$ cat config.mk
export PLATFORM = sky130hd
export DESIGN_NAME = lsu_align
export DESIGN_NICKNAME = d
export VERILOG_FILES = /design/src/rtl/lsu_align.sv
export SDC_FILE = /design/constraint.sdc
export NUM_CORES = 1
export LEC_CHECK = 0
export ABC_AREA = 0
export BUFFER_PORTS_ARGS = -buffer_cell sky130_fd_sc_hd__buf_4
export CAP_MARGIN = 20
export CORE_MARGIN = 2
export CORE_UTILIZATION = 55
export CTS_BUF_LIST = sky130_fd_sc_hd__clkbuf_4 sky130_fd_sc_hd__clkbuf_8 sky130_fd_sc_hd__clkbuf_16
export CTS_CLUSTER_SIZE = 25
export DETAILED_ROUTE_END_ITERATION = 12
export GPL_ROUTABILITY_DRIVEN = 0
export GPL_TIMING_DRIVEN = 0
export PLACE_DENSITY = 0.89
export SYNTH_ARGS = -nofsm -noshare
export SYNTH_HDL_FRONTEND = slang
export SYNTH_SLANG_ARGS = --single-unit
$ cat constraint.sdc
create_clock -name clk -period 6.4 [get_ports clk]
set_input_delay 1.28 -clock clk [delete_from_list [all_inputs] [get_ports clk]]
set_output_delay 1.28 -clock clk [all_outputs]
set_load 0.005 [all_outputs]
$ cat src/rtl/lsu_align.sv
// Memory-stage load/store aligner for a byte-lane data memory.
// Misaligned accesses are split into two word accesses with one stall cycle.
module lsu_align #(
    parameter int CNT_W = 16
) (
    input  logic             clk,
    input  logic             rst_n,
    input  logic             req_valid,
    input  logic             req_we,
    input  logic [2:0]       funct3,
    input  logic [31:0]      addr,
    input  logic [31:0]      wdata,
    output logic [31:0]      mem_addr,
    output logic [31:0]      mem_wdata,
    output logic [3:0]       mem_we,
    input  logic [31:0]      mem_rdata,
    output logic [31:0]      rdata,
    output logic             done,
    output logic             stall,
    output logic             fault,
    output logic [CNT_W-1:0] misalign_cnt
);

    typedef enum logic {
        S_IDLE,
        S_SECOND
    } state_t;

    state_t           r_state;
    state_t           w_next;
    logic [31:0]      r_lo;
    logic [CNT_W-1:0] r_cnt;

    logic             w_legal;
    logic             w_sext;
    logic [2:0]       w_nb;
    logic [1:0]       w_off;
    logic [1:0]       w_inv;
    logic [3:0]       w_end;
    logic             w_mis;
    logic [3:0]       w_mask;
    logic [7:0]       w_be8;
    logic [63:0]      w_wd64;
    logic [31:0]      w_addr_a;
    logic [31:0]      w_addr_b;
    logic [31:0]      w_rd_lo;
    logic [31:0]      w_merged;
    logic [31:0]      w_raw;
    logic [31:0]      w_ext;
    logic             w_cap;

    always_comb begin
        w_legal = 1'b0;
        w_sext  = 1'b0;
        w_nb    = 3'd0;
        case (funct3)
            3'b000: begin
                w_legal = 1'b1;
                w_sext  = 1'b1;
                w_nb    = 3'd1;
            end
            3'b001: begin
                w_legal = 1'b1;
                w_sext  = 1'b1;
                w_nb    = 3'd2;
            end
            3'b010: begin
                w_legal = 1'b1;
                w_nb    = 3'd4;
            end
            3'b100: begin
                w_legal = !req_we;
                w_nb    = 3'd1;
            end
            3'b101: begin
                w_legal = !req_we;
                w_nb    = 3'd2;
            end
            default: ;
        endcase
    end

    assign w_off    = addr[1:0];
    assign w_inv    = 2'd0 - w_off;
    assign w_end    = {2'b00, w_off} + {1'b0, w_nb};
    assign w_mis    = (w_end > 4'd4);
    assign w_addr_a = {addr[31:2], 2'b00};
    assign w_addr_b = w_addr_a + 32'd4;

    always_comb begin
        w_mask = 4'h0;
        case (w_nb)
            3'd1:    w_mask = 4'h1;
            3'd2:    w_mask = 4'h3;
            3'd4:    w_mask = 4'hF;
            default: w_mask = 4'h0;
        endcase
    end

    // Upper nibble/word of the shifted values feed the second access.
    assign w_be8    = {4'h0, w_mask} << w_off;
    assign w_wd64   = {32'h0, wdata} << {w_off, 3'b000};
    assign w_rd_lo  = mem_rdata >> {w_off, 3'b000};
    assign w_merged = r_lo | (mem_rdata << {w_inv, 3'b000});
    assign w_raw    = (r_state == S_SECOND) ? w_merged : w_rd_lo;

    always_comb begin
        w_ext = w_raw;
        case (w_nb)
            3'd1: w_ext = w_sext ? {{24{w_raw[7]}}, w_raw[7:0]}
                                 : {24'h0, w_raw[7:0]};
            3'd2: w_ext = w_sext ? {{16{w_raw[15]}}, w_raw[15:0]}
                                 : {16'h0, w_raw[15:0]};
            default: w_ext = w_raw;
        endcase
    end

    always_comb begin
        w_next    = r_state;
        w_cap     = 1'b0;
        mem_addr  = w_addr_a;
        mem_wdata = 32'h0;
        mem_we    = 4'h0;
        rdata     = 32'h0;
        done      = 1'b0;
        stall     = 1'b0;
        fault     = 1'b0;
        // While reset is held the memory port stays quiet.
        if (rst_n) begin
            case (r_state)
                S_IDLE: begin
                    if (req_valid) begin
                        if (!w_legal) begin
                            fault = 1'b1;
                            done  = 1'b1;
                        end else begin
                            if (req_we) begin
                                mem_we    = w_be8[3:0];
                                mem_wdata = w_wd64[31:0];
                            end
                            if (w_mis) begin
                                stall  = 1'b1;
                                w_cap  = 1'b1;
                                w_next = S_SECOND;
                            end else begin
                                done = 1'b1;
                                if (!req_we) rdata = w_ext;
                            end
                        end
                    end
                end
                S_SECOND: begin
                    w_next = S_IDLE;
                    if (req_valid) begin
                        mem_addr = w_addr_b;
                        done     = 1'b1;
                        if (req_we) begin
                            mem_we    = w_be8[7:4];
                            mem_wdata = w_wd64[63:32];
                        end else begin
                            rdata = w_ext;
                        end
                    end
                end
                default: w_next = S_IDLE;
            endcase
        end
    end

    always_ff @(posedge clk or negedge rst_n) begin
        if (!rst_n) begin
            r_state <= S_IDLE;
            r_lo    <= 32'h0;
            r_cnt   <= '0;
        end else begin
            r_state <= w_next;
            if (w_cap) begin
                r_lo <= w_rd_lo;
                if (r_cnt != {CNT_W{1'b1}})
                    r_cnt <= r_cnt + {{(CNT_W-1){1'b0}}, 1'b1};
            end
        end
    end

    assign misalign_cnt = r_cnt;

endmodule

======== Yosys cells after proc, flatten, opt, wreduce, memory -nomap -nowiden ========
Index checks and enable logic that the tools add are counted.
word-level totals
  flip-flop bits (word level) ............. 49
  logic and storage cells ................. 78
cells by class
  add/subtract/negate cells ............... 4
  magnitude comparators ................... 1
  equal/unequal tests ..................... 8
  shifts and indexed selects .............. 4
  mux-type cells .......................... 48
  bitwise operators ....................... 2
  reduce and logical (&&, ||, !) cells .... 8
operator list
  kind                     count
  $mux W32                 18
  $pmux W32 S2             3
  $shl A32 B5 Y64          1
  $add A32 B3 Y32 const B  1
  $or A32 B32 Y32          1
  $shl A32 B5 Y32          1
  $shr A32 B5 Y32          1
  $mux W4                  6
  $add A16 B1 Y16 const B  1
  $ne A16 B16 Y1 const B   1
  $mux W1                  15
  $pmux W4 S3              1
  $eq A3 B3 Y1 const B     3
  $pmux W3 S3              1
  $pmux W4 S2              1
  $reduce_or A2 Y1         4
  $shl A4 B2 Y8            1
  $eq A3 B1 Y1 const B     2
  $eq A3 B2 Y1 const B     2
  $pmux W1 S2              3
  $add A2 B3 Y4            1
  $gt A4 B3 Y1 const B     1
  $logic_not A3 Y1         1
  $reduce_or A3 Y1         1
  4 further kinds          4

======== Longest topological paths before layout ========
Gate-level depths: netlist of the first run.
  word-level depth ........................ 12
  gate-level depth with buffers ........... 12
  depth with buffers taken out ............ 9

======== Worst setup path before layout of the first run ========
OpenSTA, ideal clock, no wires.
  path kind ............................... input port to output port
  start point ............................. in funct3[0]
  end point ............................... out rdata[4]
  data arrival time ....................... 3.609 ns
  path slack .............................. 1.511 ns
  cell stages on the path ................. 11
  buffers on the path ..................... 2
  cells stage by stage .................... buf_2 > nor2_1 > ha_1 > inv_1 > fa_1 > nor2b_1 > o211ai_1 > a21o_1 > a21o_1 > buf_2 > a211oi_1
on the way
  cells in the longest elaborated chain, start to end .. 11
  elaborated cells between the ends (all ways) .. 23
RTL lines
  what                                                   RTL line  source
  from (decl)                                            10        input logic [2:0] funct3,
  branches (longest 9 deep; another with $add A2 B3 Y4)  n/a
  $pmux W32 S2 *                                         130       case (r_state)
  $mux W32 *                                             129       if (rst_n) begin
  to (decl)                                              17        output logic [31:0] rdata,
Every way passes the cells marked *.

======== Final worst setup path of the first run ========
  start point ............................. in funct3[1]
  end point ............................... out rdata[5]
The elaborated chain is that of the path after synthesis.

==> impl_results.md, run 1 <==
- Outcome: finished, final reports clean
- Pwr/cell area: 137 mW/mm^2
- Buffers on Ports: 218
- Distinct cells, synth: 59
- Final Power: 1.04 mW
- Maxcap violations: 0
- Register area share after synthesis: 21.6%
- Final TNS setup: 0 ns
- Grt ovf: 0
- WS Path Type: in2out
- Vias per cell: 6.33
- Post-CTS setup buffers: 0
- Nature of the critical path startpoint: primary input
- Die span in y: 106 um
- Multi-input logic area: 0.00410 sq mm
- Slowest-stage cell, CP: nor2_1
- Worst Path Max Fanout: 10
- Clk sink count: 49
- Number of flops mapped to enable cells by yosys: 0
- CTS max path bufs: 2
- Layout cells sized above 1: 32.6%
- Worst path most repeated cell: buf_4
- H-tree depth: 2
- I/O pin cnt: 222
- Final ANT Viol Nets: 0
- Drt drc: 0
- Final period util: 88.4%
- Post-cts resize count: 0
- Synth Instances: 746
- Placed Cells: 1,101
- Layout Area Growth over Synthesis: 33.4%
- First-pass GRT wire length: 33,000 um
- Clk pin slew, worst setup/hold paths: 0.09 ns
- Ant diodes: 0
- FP Rows: 37
- Final WL: 21,300 um
- Post-synth top cells: a21oi_1 (91), nand2_1 (69), nor2_1 (67)
- Family with the most delay on the worst path: compound AO/OA/AOI/OAI gates
- Cell with the most instances after synthesis: a21oi_1
- DIE AREA: 0.0112 sq mm
- Largest net degree at the start of global routing: 57
- Register area: 0.00123 sq mm
- Via count: 7,015
- Top post-synthesis cells by area: dfrtp_1 (22%), a21oi_1 (8.0%), mux2_2 (6.7%)
- Vias in the first global route: 6,532
- Crit-path cells: buf_4, buf_4, nor2_1, ha_1, inv_1, fa_1, nor2b_1, o211ai_1, a21o_1, a21o_1, buf_2, a211oi_1, buf_4
- RSZ-0062 raised after global routing: no
- Non-Filler Instances: 1,109
- Max_slew headroom: 25.1%
- Synthesized flop and latch total: 49
- Max Fclk: 177 MHz
- Least-Margin Pin Slew: 1.11 ns
- WP buf/inv: 5
- Hold-fix buffers, CTS: 0
- CTS root buf: clkbuf_8
- Worst Slack Setup Final: 0.743 ns
- Leakage: 3.59 nW
- CP Capture Type: primary output
- First-pass DRT Iterations: 6
- YS warnings: 0
- Layout Nets: 1,080
- Iter 0 DRT Violations: 697
- Final min period: 5.66 ns
- Hold Path Class: reg2reg
- Synthesized area: 0.00568 sq mm
- CTS tree: yes
- GR Util All Layers: 36.9%
- Dpl hpwl: 16,100 um
- Fill count: 844
- Required @ worst endpoint: 5.12 ns
- Ys async rst share: 100%
- Post-synth top area share: 21.6%
- Dominant synthesized flop cell: dfrtp_1
- Clk_lat worst skew: 0.32 ns
- Overall die width: 106 um
- Final hold viol count: 0
- Initial Util: 55.8%
- Antenna violations before repair: 0
- Max stage delay on crit path: 0.52 ns
- Synth area leader: dfrtp_1
- WP data arrival: 4.38 ns
- Skew final: 0.00578 ns
- Final setup viols: 0
- Maximum VDD drop: 0.164 mV
- Core Box Area: 0.0102 sq mm
- Max-slew violation count: 0
- Wire length per cell: 19.2 um
- Cts bufs inserted: 5
- Place WS: 0.849 ns
- Average cell area after synthesis: 7.62 sq um
-- path summary, 6_finish.rpt --
kind	startpoint	end	slack, ns	cells past startpoint
min in group asynchronous	rst_n	r_lo[26]	1.02	1
max	funct3[1]	rdata[5]	0.74	13
min	r_lo[29]	r_lo[29]	0.48	2
max in group asynchronous	rst_n	r_lo[6]	4.93	1
min reg2reg	r_lo[29]	r_lo[29]	0.48	2
max reg2reg	r_state	misalign_cnt[1]	4.28	8
-- layout by cell type (no fill, tap or decap), types with 20 or more instances in the layout --
cell / Yosys / final
xnor2_1: 22 / 22
mux2i_1: 34 / 34
o21ai_0: 30 / 30
buf_4: 5 / 223
mux2_2: 34 / 34
buf_2: 26 / 26
nor2_1: 67 / 67
inv_1: 21 / 21
a21oi_1: 91 / 91
nand3_1: 26 / 26
nor3_1: 22 / 22
xor2_1: 20 / 20
dfrtp_1: 49 / 49
nand2_1: 69 / 69
-- final cells by class --
cell class | instances | area share (%)
well taps | 136 | 2.24
multi-input cells | 617 | 54.0
inverters | 21 | 1.04
plain buffers | 60 | 3.75
clock buffers | 6 | 1.01
flip-flops and latches | 49 | 16.2
repair buffers | 218 | 21.6
clock inverters | 2 | 0.181
-- kinds of logic after synthesis --
family                   share of synthesized area [%]
other                                           0.0660
buffers and inverters                             6.38
AND/OR/NAND/NOR                                   25.5
multiplexers                                      16.1
flip-flops                                        21.6
adder cells (fa/ha/maj)                           1.23
AO/OA/AOI/OAI                                     22.7
XOR/XNOR                                          6.47
-- layer usage --
| layer | vias to the layer above | wire, um | track usage (%) |
|---|---|---|---|
| met5 | - | 0 | 0 |
| met4 | 0 | 989 | 19.9 |
| met3 | 102 | 2590 | 8.60 |
| met2 | 534 | 9730 | 60.0 |
| met1 | 3229 | 8010 | 45.3 |
| li1 | 3150 | - | - |
-- sequential cells by signal, summed over array words and instances (netlist names) --
name,flops
r_lo,32
misalign_cnt,16
r_state,1
-- report_power, final --
group	leakage [nW]	internal, mW	total, mW	switching, mW
Clock	0.0490	0.0826	0.199	0.116
Combinational	2.89	0.209	0.435	0.226
Sequential	0.648	0.371	0.407	0.0359
Total	3.59	0.662	1.04	0.378
-- tightest hold or removal path: cells and delay by family, from the launching register on --
kind,cells,cell delay [ns]
flops,1,0.35
simple gates,1,0.04
compound gates,1,0.06
-- through the flow --
step / utilization (%) / hold WS, ns / cell area (sq um)
finish: 74.5 / 0.484 / 7580
global route: 74.5 / 0.505 / 7580
detailed placement: 73.6 / 0.466 / 7490
CTS: 74.5 / 0.488 / 7580
global placement: 73.6 / 0.457 / 7490
floorplan: - / 0.445 / 5690
(Power assumes the default switching activity.)
==> inputs of run 2 (changes only) <==
CORE_MARGIN = 1.5   (was 2)
==> impl_results.md, run 2 (same netlist as run 1, synthesis figures left out) <==
- Outcome: finished, final reports clean
- Clock share of power: 19.4% (+0.3 points)
- Combinational fraction of design power: 41.7% (about the same)
- Commonest non-fill, non-tap cell in the layout: buf_4
- CTS max path bufs: 2 (unchanged)
- Reg2reg end: misalign_cnt[1]
- Largest net degree at the start of global routing: 57 (unchanged)
- RSZ-0062 raised after global routing: no
- Crit-path cells: buf_4, buf_4, nor2_1, ha_1, inv_1, fa_1, nor2b_1, o211ai_1, a21o_1, a221oi_2, and2_1, buf_4
- Reg2Reg Setup Slack: 4.18 ns (-0.10 ns)
- CTS tree: yes
- Hold-fix buffers, CTS: 0 (unchanged)
- H-tree depth: 2 (unchanged)
- R2R cell count: 8 (unchanged)
- Max_slew headroom: 42.1% (+17 points)
- WS Path Type: in2out
- Initial Util: 57.3% (+1.5 points)
- Nature of the critical path startpoint: primary input
- Final hold viol count: 0 (unchanged)
- Max stage delay on crit path: 0.55 ns (+0.03 ns)
- Max FFs per register: 32 (unchanged)
- Antenna violations before repair: 0 (unchanged)
- Least-Margin Pin Slew: 0.864 ns (-0.250 ns)
- Most frequent cells in the layout: buf_4 (223), a21oi_1 (91), nand2_1 (69), nor2_1 (67), dfrtp_1 (49)
- Leakage: 3.58 nW (about the same)
- Final ANT Viol Nets: 0 (unchanged)
- DIE AREA: 0.0110 sq mm (-1.9%)
- Hold Path Class: reg2reg
- WP buf/inv: 4 (-1)
- Crit. Startpoint: funct3[1]
- Vias in the first global route: 6,640 (+1.7%)
- Skew final: 0.00491 ns (-0.000869 ns)
- First-pass GRT wire length: 33,800 um (+2.3%)
- Vias per cell: 6.30 (-0.35%)
- Layout Area Growth over Synthesis: 33.6% (about the same)
- Hold Path Depth: 2 (unchanged)
- GR Util All Layers: 38.0% (+1.1 points)
- Maximum VDD drop: 0.142 mV (-14%)
- Grt ovf: 0 (unchanged)
- Placed Cells: 1,098 (-0.27%)
- Final min period: 5.73 ns (+0.0768 ns)
- Critical Path Sink: rdata[26]
- Worst Path Max Fanout: 10 (unchanged)
- Pwr/cell area: 138 mW/mm^2 (+0.58%)
- Register area: 0.00123 sq mm (unchanged)
- Ant diodes: 0 (unchanged)
- Family with the most delay on the worst path: simple AND/OR/NAND/NOR gates
- WP data arrival: 4.45 ns (+0.07 ns)
- Pint: 0.660 mW (-0.41%)
- RR Startpoint: r_state
- Non-Filler Instances: 1,107 (-0.18%)
- Cts bufs inserted: 5 (unchanged)
- Reg power frac: 38.9% (-0.2 points)
- Cell Area, Placed: 0.00749 sq mm (about the same)
- Via count: 6,978 (-0.53%)
- First-pass DRT Iterations: 7 (+1)
- CP Capture Type: primary output
- Clk pin slew, worst setup/hold paths: 0.10 ns (about the same)
- Crit path depth: 12 (-1)
- Worst path most repeated cell: buf_4
- Largest Register: r_lo
- Wire length per cell: 19.4 um (+0.82%)
- Design Area, Final: 0.00759 sq mm (about the same)
- Max Fclk: 174 MHz (-1.3%)
- Drt drc: 0 (unchanged)
- Final period util: 89.6% (+1.2 points)
- Multi-input logic area: 0.00410 sq mm (unchanged)
- FP Rows: 36 (-2.7%)
- Required @ worst endpoint: 5.12 ns (about the same)
- NetSw: 0.388 mW (+2.5%)
- Clk_lat worst skew: 0.32 ns (about the same)
- Layout cells sized above 1: 32.6% (+0.069 points)
- Final WL: 21,500 um (+0.64%)
- Core Box Area: 0.00991 sq mm (-2.7%)
- I/O pin cnt: 222 (unchanged)
- Fill count: 812 (-3.8%)
- Clk sink count: 49 (unchanged)
- Max-slew violation count: 0 (unchanged)
- Dpl hpwl: 16,000 um (-0.85%)
- Buffers on Ports: 218 (unchanged)
- CTS root buf: clkbuf_8
- Die span in y: 105 um (-0.95%)
- Iter 0 DRT Violations: 993 (+42%)
- Post-cts resize count: 0 (unchanged)
- Final TNS setup: 0 ns (unchanged)
- Layout Nets: 1,081 (+0.093%)
- Final setup viols: 0 (unchanged)
- Switching Share: 37.0% (+0.68 points)
- Slowest-stage cell, CP: a221oi_2
- Overall die width: 105 um (-0.95%)
- Maxcap violations: 0 (unchanged)
- Post-CTS setup buffers: 0 (unchanged)
==> run 2: changes by cell type in the layout (fill, tap and decap cells not counted), sizes merged <==
cell      change
buf           +1
clkinvlp      +2
clkinv        -1
clkbuf        -1
==> run 2: worst min path at each step <==
| stage | startpoint | end | slack [ns] |
|---|---|---|---|
| CTS | r_lo[27] | r_lo[27] | 0.49 |
| floorplan | r_lo[24] | r_lo[24] | 0.44 |
| finish | r_lo[27] | r_lo[27] | 0.50 |
| detailed placement | r_lo[27] | r_lo[27] | 0.47 |
| global placement | r_lo[25] | r_lo[25] | 0.46 |
| global route | r_lo[27] | r_lo[27] | 0.51 |
==> run 2: power by group through the flow <==
stage | Clock [mW] | Sequential (mW) | Combinational [mW]
global route | 0.210 | 0.416 | 0.473
floorplan | 0 | 0.403 | 0.242
detailed placement | 0 | 0.412 | 0.423
finish | 0.203 | 0.407 | 0.437
CTS | 0.199 | 0.406 | 0.425
global placement | 0 | 0.408 | 0.413
==> run 2: cell type report <==
cell class,count,share of cell area [%]
Multi-Input combinational cell,617,54.0
Tap cell,133,2.19
Sequential cell,49,16.2
Clock inverter,3,0.346
Clock buffer,5,0.907
Inverter,21,1.04
Buffer,60,3.74
Timing Repair Buffer,219,21.6
==> run 2: metrics by stage <==
step / hold WS [ns] / utilization, % / worst slack [ns] / total power, mW
after detailed placement: 0.470 / 75.6 / 0.737 / 0.835
after floorplan: 0.445 / - / 1.51 / 0.645
final: 0.495 / 76.6 / 0.666 / 1.05
after global placement: 0.460 / 75.6 / 0.742 / 0.820
after CTS: 0.492 / 76.5 / 0.746 / 1.03
after global routing: 0.508 / 76.6 / 0.535 / 1.10
==> run 2: worst reg2reg max path: stages (launching register included) <==
cell     delay [ns]
dfrtp_1        0.38
buf_2          0.18
inv_1          0.22
and4b_1        0.23
buf_4          0.17
nand3_2        0.17
buf_6          0.20
nor2_1         0.21
mux2_1         0.34
==> run 2: routing by layer <==
layer | wire, um | vias to the layer above | GRT usage, %
li1 | - | 3149 | -
met1 | 7890 | 3154 | 48.8
met2 | 9770 | 561 | 60.3
met3 | 2870 | 114 | 9.17
met4 | 936 | 0 | 17.4
met5 | 0 | - | 0
